[src/rtl/cdu_incr_tx.sv]
// cdu_incr_tx - transmit side of the CDU angle-increment interface.
//
// Single-cycle +1/-1 requests (up/dn) are netted into a signed pending
// counter. The counter is drained toward the AGC one increment per pulse on
// pcdu (positive) or mcdu (negative). Each pulse is PW cycles high and is
// followed by at least GAP low cycles.
//
// Ports
//   clk      in   system clock, all state changes on posedge
//   rst_n    in   synchronous active-low reset
//   up       in   +1 increment request
//   dn       in   -1 increment request
//   ovf_clr  in   clears the sticky overflow flag
//   pcdu     out  plus-increment pulse
//   mcdu     out  minus-increment pulse
//   pending  out  signed net increments not yet sent (CW bits)
//   busy     out  high while a pulse or its trailing gap is in progress
//   ovf      out  sticky: a request was dropped at saturation
module cdu_incr_tx #(
    parameter int CW  = 6,
    parameter int PW  = 2,
    parameter int GAP = 8
) (
    input  logic                 clk,
    input  logic                 rst_n,
    input  logic                 up,
    input  logic                 dn,
    input  logic                 ovf_clr,
    output logic                 pcdu,
    output logic                 mcdu,
    output logic signed [CW-1:0] pending,
    output logic                 busy,
    output logic                 ovf
);

    localparam int TMAX = (PW > GAP) ? PW : GAP;
    localparam int TW   = (TMAX > 1) ? $clog2(TMAX) : 1;

    localparam logic signed [CW+1:0] ONE  = (CW+2)'(1);
    localparam logic signed [CW+1:0] PMAX = (CW+2)'((2 ** (CW - 1)) - 1);

    typedef enum logic [1:0] {
        S_IDLE  = 2'd0,
        S_PULSE = 2'd1,
        S_GAP   = 2'd2
    } state_t;

    state_t                 r_state;
    logic [TW-1:0]          r_timer;
    logic                   r_pcdu;
    logic                   r_mcdu;
    logic                   r_busy;
    logic                   r_ovf;
    logic signed [CW-1:0]   r_pend;

    state_t                 w_state_n;
    logic [TW-1:0]          w_timer_n;
    logic                   w_pcdu_n;
    logic                   w_mcdu_n;
    logic                   w_busy_n;
    logic                   w_ovf_n;
    logic signed [CW-1:0]   w_pend_n;

    logic                   w_start;
    logic                   w_neg;
    logic signed [CW+1:0]   w_pend_ext;
    logic signed [CW+1:0]   w_inc;
    logic signed [CW+1:0]   w_dec;
    logic signed [CW+1:0]   w_sdir;
    logic signed [CW+1:0]   w_nxt;
    logic signed [CW+1:0]   w_keep;
    logic                   w_sat;

    // Net update: arithmetic is done two bits wider so the saturation test
    // can see values just outside the representable range.
    always_comb begin
        w_start    = (r_state == S_IDLE) && (r_pend != '0);
        w_neg      = r_pend[CW-1];
        w_pend_ext = {{2{r_pend[CW-1]}}, r_pend};
        w_inc      = up ? ONE : '0;
        w_dec      = dn ? ONE : '0;
        w_sdir     = '0;
        if (w_start) begin
            w_sdir = w_neg ? -ONE : ONE;
        end
        w_nxt  = w_pend_ext + w_inc - w_dec - w_sdir;
        w_keep = w_pend_ext - w_sdir;
        w_sat  = (w_nxt > PMAX) || (w_nxt < -PMAX);
        if (w_sat) begin
            w_pend_n = w_keep[CW-1:0];
            w_ovf_n  = 1'b1;
        end else begin
            w_pend_n = w_nxt[CW-1:0];
            w_ovf_n  = ovf_clr ? 1'b0 : r_ovf;
        end
    end

    // Pulse sequencer. The line chosen on IDLE->PULSE is simply held, so the
    // direction stays frozen for the whole pulse without a separate register.
    always_comb begin
        w_state_n = r_state;
        w_timer_n = r_timer;
        w_pcdu_n  = r_pcdu;
        w_mcdu_n  = r_mcdu;
        unique case (r_state)
            S_IDLE: begin
                if (w_start) begin
                    w_state_n = S_PULSE;
                    w_timer_n = TW'(PW - 1);
                    w_pcdu_n  = !w_neg;
                    w_mcdu_n  = w_neg;
                end
            end
            S_PULSE: begin
                if (r_timer == '0) begin
                    w_state_n = S_GAP;
                    w_timer_n = TW'(GAP - 1);
                    w_pcdu_n  = 1'b0;
                    w_mcdu_n  = 1'b0;
                end else begin
                    w_timer_n = r_timer - TW'(1);
                end
            end
            S_GAP: begin
                if (r_timer == '0) begin
                    w_state_n = S_IDLE;
                end else begin
                    w_timer_n = r_timer - TW'(1);
                end
            end
            default: begin
                w_state_n = S_IDLE;
                w_timer_n = '0;
                w_pcdu_n  = 1'b0;
                w_mcdu_n  = 1'b0;
            end
        endcase
        w_busy_n = (w_state_n != S_IDLE);
    end

    always_ff @(posedge clk) begin
        if (!rst_n) begin
            r_state <= S_IDLE;
            r_timer <= '0;
            r_pcdu  <= 1'b0;
            r_mcdu  <= 1'b0;
            r_busy  <= 1'b0;
            r_ovf   <= 1'b0;
            r_pend  <= '0;
        end else begin
            r_state <= w_state_n;
            r_timer <= w_timer_n;
            r_pcdu  <= w_pcdu_n;
            r_mcdu  <= w_mcdu_n;
            r_busy  <= w_busy_n;
            r_ovf   <= w_ovf_n;
            r_pend  <= w_pend_n;
        end
    end

    assign pcdu    = r_pcdu;
    assign mcdu    = r_mcdu;
    assign busy    = r_busy;
    assign ovf     = r_ovf;
    assign pending = r_pend;

endmodule
[config.mk]
export PLATFORM = sky130hd
export DESIGN_NAME = cdu_incr_tx
export DESIGN_NICKNAME = d
export VERILOG_FILES = /design/src/rtl/cdu_incr_tx.sv
export SDC_FILE = /design/constraint.sdc
export NUM_CORES = 1
export LEC_CHECK = 0
export ABC_CLOCK_PERIOD_IN_PS = 7300
export CELL_PAD_IN_SITES_DETAIL_PLACEMENT = 1
export CELL_PAD_IN_SITES_GLOBAL_PLACEMENT = 2
export CORE_MARGIN = 3
export CORE_UTILIZATION = 36
export DETAILED_ROUTE_END_ITERATION = 8
export GPL_ROUTABILITY_DRIVEN = 0
export PLACE_DENSITY_LB_ADDON = 0.2
export SYNTH_ARGS = -nofsm -noshare
export SYNTH_HDL_FRONTEND = slang
export SYNTH_SLANG_ARGS = --single-unit
[constraint.sdc]
create_clock -name clk -period 7.3 [get_ports clk]
set_input_delay 2.19 -clock clk [delete_from_list [all_inputs] [get_ports clk]]
set_output_delay 2.19 -clock clk [all_outputs]
set_load 0.005 [all_outputs]
After elaboration in Yosys (flattened, before gate mapping)
Cells that the tools add are included.
{"block": "word_totals", "word_cells": 50, "mem_bits_ro": 0, "latchBits": 0, "input_bits": 5, "ramBits": 0, "memories": 0, "register_bits": 15}
{"block": "classes", "n_div": 0, "magnitude_cmp": 2, "bitwise": 1, "eq_ne": 5, "multipliers": 0, "shift": 0, "n_addsub": 5, "n_reduce_logical": 10, "mux": 20}
{"op": "two-way mux 8 bit", "count": 2}
{"op": "two-way mux 3 bit", "count": 3}
{"op": "case mux 3 bit (3 select lines)", "count": 1}
{"op": "greater-than comparator 8 x 6 -> 1 bit (second input constant)", "count": 1}
{"op": "< comparator 8 x 6 -> 1 bit (second input constant)", "count": 1}
{"op": "subtractor 7 x 2 -> 8 bit", "count": 1}
{"op": "subtractor 8 bit", "count": 1}
{"op": "adder 6 x 2 -> 7 bit", "count": 1}
{"op": "two-way mux 1 bit", "count": 7}
{"op": "two-way mux 2 bit", "count": 3}
{"op": "two-way mux 6 bit", "count": 1}
{"op": "inequality test 2 bit (second input constant)", "count": 3}
{"op": "case mux 1 bit (3 select lines)", "count": 2}
{"op": "case mux 2 bit (3 select lines)", "count": 1}
{"op": "nonzero test 6 bit", "count": 1}
{"op": "subtractor 6 bit", "count": 1}
{"op": "nonzero test 2 bit", "count": 2}
{"op": "zero test 3 bit", "count": 1}
{"op": "AND reduction 3 bit", "count": 1}
{"op": "subtractor 3 x 1 -> 3 bit (second input constant)", "count": 1}
{"op": "equality test 2 x 1 -> 1 bit (second input constant)", "count": 1}
{"op": "equality test 2 bit (second input constant)", "count": 1}
{"op": "zero test 2 bit", "count": 1}
{"op": "AND reduction 2 bit", "count": 1}
{"op": "4 further kinds", "count": 4}

Longest topological paths before layout
Gate-level depths: netlist of run 1.
{"block": "depth", "ltp_word": 7, "ltp_mapped": 15}

Worst setup path before layout of run 1
No wires, ideal clock.
{"block": "synth_timing", "path_kind": "input to register", "startpoint": "input dn", "endpoint": "register r_pend[0], in the netlist pending[0]", "cell_stages": 13, "setup_time_ns": 0.072, "path_slack_ns": 2.599, "required_ns": 7.228, "arrival_time_ns": 4.629, "cell_sequence": "inv_1 fa_1 inv_1 fa_1 inv_1 ha_1 fa_1 a21o_1 a21oi_1 xor2_1 o2111ai_2 nand2_2 mux2i_1"}
{"block": "synth_via", "elab_chain_len": 6, "word_cells_on_any_way": 7, "classes_between": "2 x add/sub; 2 x order compare; 2 x mux; 1 x reduce/logical"}
{"item": "start, declared", "line_no": "27", "source": "input logic dn,"}
{"item": "two-way mux 1 bit *", "line_no": "81", "source": "w_dec = dn ? ONE : '0;"}
{"item": "subtractor 7 x 2 -> 8 bit *", "line_no": "86", "source": "w_nxt = w_pend_ext + w_inc - w_dec - w_sdir;"}
{"item": "subtractor 8 bit *", "line_no": "86"}
{"item": "greater-than comparator 8 x 6 -> 1 bit or < comparator 8 x 6 -> 1 bit (tied branches)", "line_no": "88", "source": "w_sat = (w_nxt > PMAX) || (w_nxt < -PMAX);"}
{"item": "logical OR 1 bit", "line_no": "88"}
{"item": "two-way mux 6 bit *", "line_no": "89", "source": "if (w_sat) begin"}
{"item": "end signal, assigned", "line_no": "157", "source": "r_pend <= w_pend_n;"}
{"item": "end, declared", "line_no": "54", "source": "logic signed [CW-1:0] r_pend;"}
Mark *: on every way between the ends. The rest lies on a longest branch, timed or not.
A chain may end at the register's enable or synchronous reset.

Worst setup path after layout of run 1
{"block": "layout_timing", "startpoint": "input up", "endpoint": "register r_pend[0], in the netlist pending[0]"}
{"block": "layout_via", "elab_chain_len": 7, "word_cells_on_any_way": 8, "classes_between": "3 x add/sub; 2 x order compare; 2 x mux; 1 x reduce/logical"}
{"item": "start, declared", "line_no": "26", "source": "input logic up,"}
{"item": "two-way mux 1 bit *", "line_no": "80", "source": "w_inc = up ? ONE : '0;"}
{"item": "adder 6 x 2 -> 7 bit *", "line_no": "86"}
{"item": "subtractor 7 x 2 -> 8 bit *", "line_no": "86"}
{"item": "subtractor 8 bit *", "line_no": "86"}
{"item": "greater-than comparator 8 x 6 -> 1 bit or < comparator 8 x 6 -> 1 bit (tied branches)", "line_no": "88"}
{"item": "logical OR 1 bit", "line_no": "88"}
{"item": "two-way mux 6 bit *", "line_no": "89"}
Marked as above.

==> metrics.txt, run 1 <==
outcome=completed; Slew Limit Fails=0; # nets final=198; drt first pass iters=4; slew at the pin with the worst max-slew slack=0.549 ns; vias in the first global route=1208; fmax=0.198 GHz; pre-CTS setup slack=1.91 ns; Tcrit/Tclk final=69.2%; CTS tree=yes; area of the multi-input gates=907 µm²; Die Y-Extent=66.4 µm; RSZ-0062 raised after global routing=no; I/O pin total=15; Die W=66.4 µm; Final WS setup=2.25 ns; Seq/Total Area, Yosys=22.9%; most frequent cells in the layout=inv_1, ha_1, dfxtp_1; endpoint class of the critical path=flop; crit-path max FO=5; Port Buffers=14; Hold Buf Count CTS=0; Rel. slew slack=63.0%; most common cell after layout, fill and taps aside=inv_1; crit path launch type=input pin; Mapped Area=1310 µm²; Clk pin slew, worst setup/hold paths=0.10 ns; Setup TNS Final=0 ns; path category of the worst min-delay check=flop to flop; CP required=7.52 ns; fillers=426; Gates resized, CTS repair=0; initial core utilization=38.4%; drt total wl=3230 µm; crit-path cells=clkdlybuf4s50_1 > fa_1 > inv_1 > fa_1 > inv_1 > ha_1 > fa_1 > a21o_1 > a21oi_1 > xor2_1 > o2111ai_2 > nand2_2 > mux2i_1; share of cells above drive strength 1=7.65%; initial antenna violation count=0; top_reg_cell synth=dfxtp_1; crit path time final=5.05 ns; CTS Buf Count=3; DR vias=1132; DRC errors left=0; Post-synth EDFFs=0; GRT Total Usage=16.8%; total gr overflow=0; CP arrival=5.27 ns; final hold vios=0; post-route cell area=1520 µm²; final setup vio count=0; hold_ws=0.485 ns; synthesized instance count=156; Synth Warn #=0; Inserted Diodes=0; max cap viols=0; die area=4410 µm²; Core ar.=3420 µm²; Sequential cell area=300 µm²; Root Buffer=clkbuf_4; WL/cell=14.9 µm; CP peak stage delay=0.48 ns; most used cell, CP=fa_1; synth unique cells=40; synthesized net count=183; CP max-delay cell=clkdlybuf4s50_1; count of clock tree sinks=15; clk buf depth=2; clock skew=0.0122 ns; P&R area growth vs syn=16.0%; Routed Antenna Nets=0; FP Rows=21; Post-CTS Repair Setup Buffers=0; ys async rst share=0%; maximum number of pins on one net before global-route repair=14; first-pass GRT wire length=5730 µm; # H-tree levels=1; Yosys reg bits=15; critical path class=input pin to flop; initial DRC count=37; syn_area_per_cell=8.41 µm²; HPWL after DPL=2680 µm; Via-to-Cell Ratio=5.24; Placed Area=1500 µm²; clock insertion delay at the later pin of the skew report=0.28 ns
[flip-flops by register name, indices dropped and copies added, names as in the netlist]
register	count
r_state	2
pcdu	1
r_timer	3
busy	1
ovf	1
pending	6
mcdu	1
[critical path: cells and delay by family]
| kind | cells | cell delay (ns) |
|---|---|---|
| XOR/XNOR | 1 | 0.20 |
| adder cells (fa/ha/maj) | 4 | 1.26 |
| AO/OA/AOI/OAI | 3 | 0.64 |
| multiplexers | 1 | 0.21 |
| AND/OR/NAND/NOR | 1 | 0.20 |
| buffers and inverters | 3 | 0.57 |
[synth_stat cells, drive strengths merged, types with 3 or more instances]
| master | number | area share [%] |
|---|---|---|
| nand3 | 3 | 1.1 |
| nor3 | 6 | 2.3 |
| inv | 24 | 6.9 |
| a21oi | 12 | 4.6 |
| ha | 18 | 17 |
| clkbuf | 4 | 1.1 |
| nand2 | 13 | 3.9 |
| xor2 | 3 | 2.6 |
| o21ai | 8 | 4.2 |
| fa | 4 | 6.1 |
| nor4 | 3 | 1.4 |
| xnor2 | 4 | 2.7 |
| nor2 | 6 | 1.7 |
| nand2b | 3 | 1.4 |
| mux2i | 5 | 3.8 |
| dfxtp | 15 | 23 |
[cell families (layout without fill, tap and decap cells)]
kind of cell / after synthesis / count (layout) / synth area share (%)
xor+xnor: 7 / 7 / 5.24
buf+inv: 28 / 42 / 8.01
fa+ha+maj: 22 / 22 / 23.3
flops: 15 / 15 / 22.9
compound gates: 35 / 35 / 19.8
simple gates: 44 / 44 / 17.0
mux: 5 / 5 / 3.81
[layout make-up]
type | instances | area share (%)
Sequential cell | 15 | 19.7
Timing Repair Buffer | 14 | 9.20
Clock inverter | 1 | 0.329
Multi-Input combinational cell | 113 | 59.6
Tap cell | 46 | 3.78
Clock buffer | 3 | 1.48
Inverter | 24 | 5.92
[metal layers]
layer	GRT usage, %	routed length (µm)	vias up	share of wire [%]
li1	-	-	568	-
met1	23.8	1670	546	52
met2	26.9	1470	16	45
met3	3.40	77	2	2.4
met4	1.78	10	0	0.31
met5	0	0	-	0
[path summary, 6_finish.rpt]
kind | startpoint | endpoint | slack (ns) | cells after the start
max | up | pending[0] | 2.25 | 13
min | mcdu | mcdu | 0.49 | 2
min reg2reg | mcdu | mcdu | 0.49 | 2
max reg2reg | pending[5] | pending[0] | 3.42 | 15
[metrics by stage]
| stage | utilization [%] | cells |
|---|---|---|
| floorplan | - | 156 |
| global placement | 43.8 | 212 |
| detailed placement | 43.8 | 212 |
| CTS | 44.6 | 216 |
| global route | 44.6 | 216 |
| finish | 44.6 | 216 |
Power of run 1 is not shown: default switching activity piles up to over one toggle a cycle in this logic, so the estimate is an artifact.
==> inputs of run 2 (changes only) <==
ABC_CLOCK_PERIOD_IN_PS = 4700   (was 7300)
CORE_UTILIZATION = 33   (was 36)
clock period = 4.7 ns   (was 7.3 ns; I/O delays follow)
==> run 2 against run 1 <==
Routed wire length grew 3.2%. Final area grew 1.8%. Register-to-register slack lost 2.6 ns. Sequential cell count is the same. Non-clock buffer count grew 1. Hold slack gained 0.0018 ns. Cell count grew 1.4%. Worst setup slack lost 1.9 ns. Critical path type unchanged. Critical endpoint is now pending[4].
==> metrics.txt, run 2 (synthesis gave the netlist of run 1 again) <==
slew at the pin with the worst max-slew slack=0.514 ns; Reg-to-Reg Start=pending[5]; die area=4770 µm²; CP arrival=4.55 ns; worst path bufs/invs=3; clk buf depth=2; Port Buffers=14; clock insertion delay at the later pin of the skew report=0.25 ns; most common cell after layout, fill and taps aside=inv_1; Reg2Reg Setup Slack=0.79 ns; Core ar.=3740 µm²; CP top delay family=adder cells; Die W=69.1 µm; CP required=4.88 ns; reg2reg path depth=15; Gates resized, CTS repair=0; worst reg2reg path endpoint=pending[4]; post-route cell area=1550 µm²; crit path launch type=input pin; drt total wl=3330 µm; CTS tree=yes; initial core utilization=35.1%; FP Rows=22; share of cells above drive strength 1=7.60%; Setup TNS Final=0 ns; DRC errors left=0; Inserted Diodes=0; maximum number of pins on one net before global-route repair=14; Root Buffer=clkbuf_8; vias in the first global route=1169; Hold Crit Endpoint=mcdu; initial antenna violation count=0; drt first pass iters=4; # nets final=199; max reg flops=6; first-pass GRT wire length=5490 µm; HPWL after DPL=2730 µm; path category of the worst min-delay check=flop to flop; most frequent cells in the layout=inv_1, ha_1, dfxtp_1; Placed Area=1510 µm²; initial DRC count=29; CP max-delay cell=clkdlybuf4s50_1; P&R area growth vs syn=18.1%; total gr overflow=0; crit path time final=4.37 ns; critical path class=input pin to flop; RSZ-0062 raised after global routing=no; DR vias=1126; hold wc startpoint=mcdu; Hold Buf Count CTS=0; Via-to-Cell Ratio=5.14; GRT Total Usage=14.1%; I/O pin total=15; Slew Limit Fails=0; Post-CTS Repair Setup Buffers=0; CTS Buf Count=3; endpoint class of the critical path=flop; count of clock tree sinks=15; crit-path cells=clkdlybuf4s50_1 > fa_1 > inv_1 > fa_1 > inv_1 > ha_1 > fa_1 > a21o_1 > a21oi_1 > xor2_1 > o2111ai_2 > nand2_2 > mux2i_1; final hold vios=0; Clk pin slew, worst setup/hold paths=0.06 ns; Rel. slew slack=65.4%; final setup vio count=0; most used cell, CP=fa_1; fmax=0.229 GHz; Tcrit/Tclk final=93.0%; max cap viols=0; Hold Path Stages=2; WL/cell=15.2 µm; Die Y-Extent=69.1 µm; crit-path max FO=5; # H-tree levels=1; outcome=completed; CP peak stage delay=0.49 ns; clock skew=0.00622 ns; Routed Antenna Nets=0
==> run 2: cell count changes in the layout (fill, tap and decap cells not counted) <==
| cell | previous run | this run |
|---|---|---|
| clkbuf_4 | 3 | 0 |
| buf_4 | 0 | 1 |
| clkbuf_1 | 0 | 1 |
| clkbuf_8 | 0 | 3 |
| clkinv_2 | 1 | 0 |
==> run 2: final cells by class <==
class	count	area, µm²
sequential	15	300
inverter	24	90.1
timing repair buffer	15	148
tap	48	60.1
clock buffer	4	45.0
fill	458	2190
multi-input combinational	113	907
==> run 2: metrics by stage <==
step / util, % / hold slack (ns) / worst slack (ns) / cells
2_1_floorplan: - / 0.464 / 0.779 / 156
3_3_place_gp: 40.2 / 0.469 / 0.201 / 215
3_5_place_dp: 40.2 / 0.487 / 0.0637 / 215
4_1_cts: 41.4 / 0.498 / 0.320 / 219
5_1_grt: 41.4 / 0.517 / 0.114 / 219
6_report: 41.4 / 0.487 / 0.329 / 219
==> run 2: per-layer routing <==
layer / routed length, µm / track usage [%] / vias to the layer above / part of all wire [%]
met5: 0 / 0 / - / 0
met4: 19 / 3.25 / 0 / 0.57
met3: 117 / 2.92 / 2 / 3.5
met2: 1520 / 22.8 / 16 / 46
met1: 1670 / 19.2 / 544 / 50
li1: - / - / 564 / -
==> run 2: worst max path at each step <==
stage,from,to,cells after the start
global placement,up,pending[0],13
detailed placement,up,pending[4],13
floorplan,dn,pending[0],13
global route,up,pending[3],13
finish,up,pending[4],13
CTS,up,pending[4],13
==> run 2: tightest hold or removal path: cells and delay by family, from the launching register on <==
| family | cells | cell delay (ns) |
|---|---|---|
| AOI/OAI and AO/OA | 1 | 0.06 |
| DFF | 1 | 0.31 |
| and+or+nand+nor | 1 | 0.07 |
Power of run 2 is left out for the same reason.
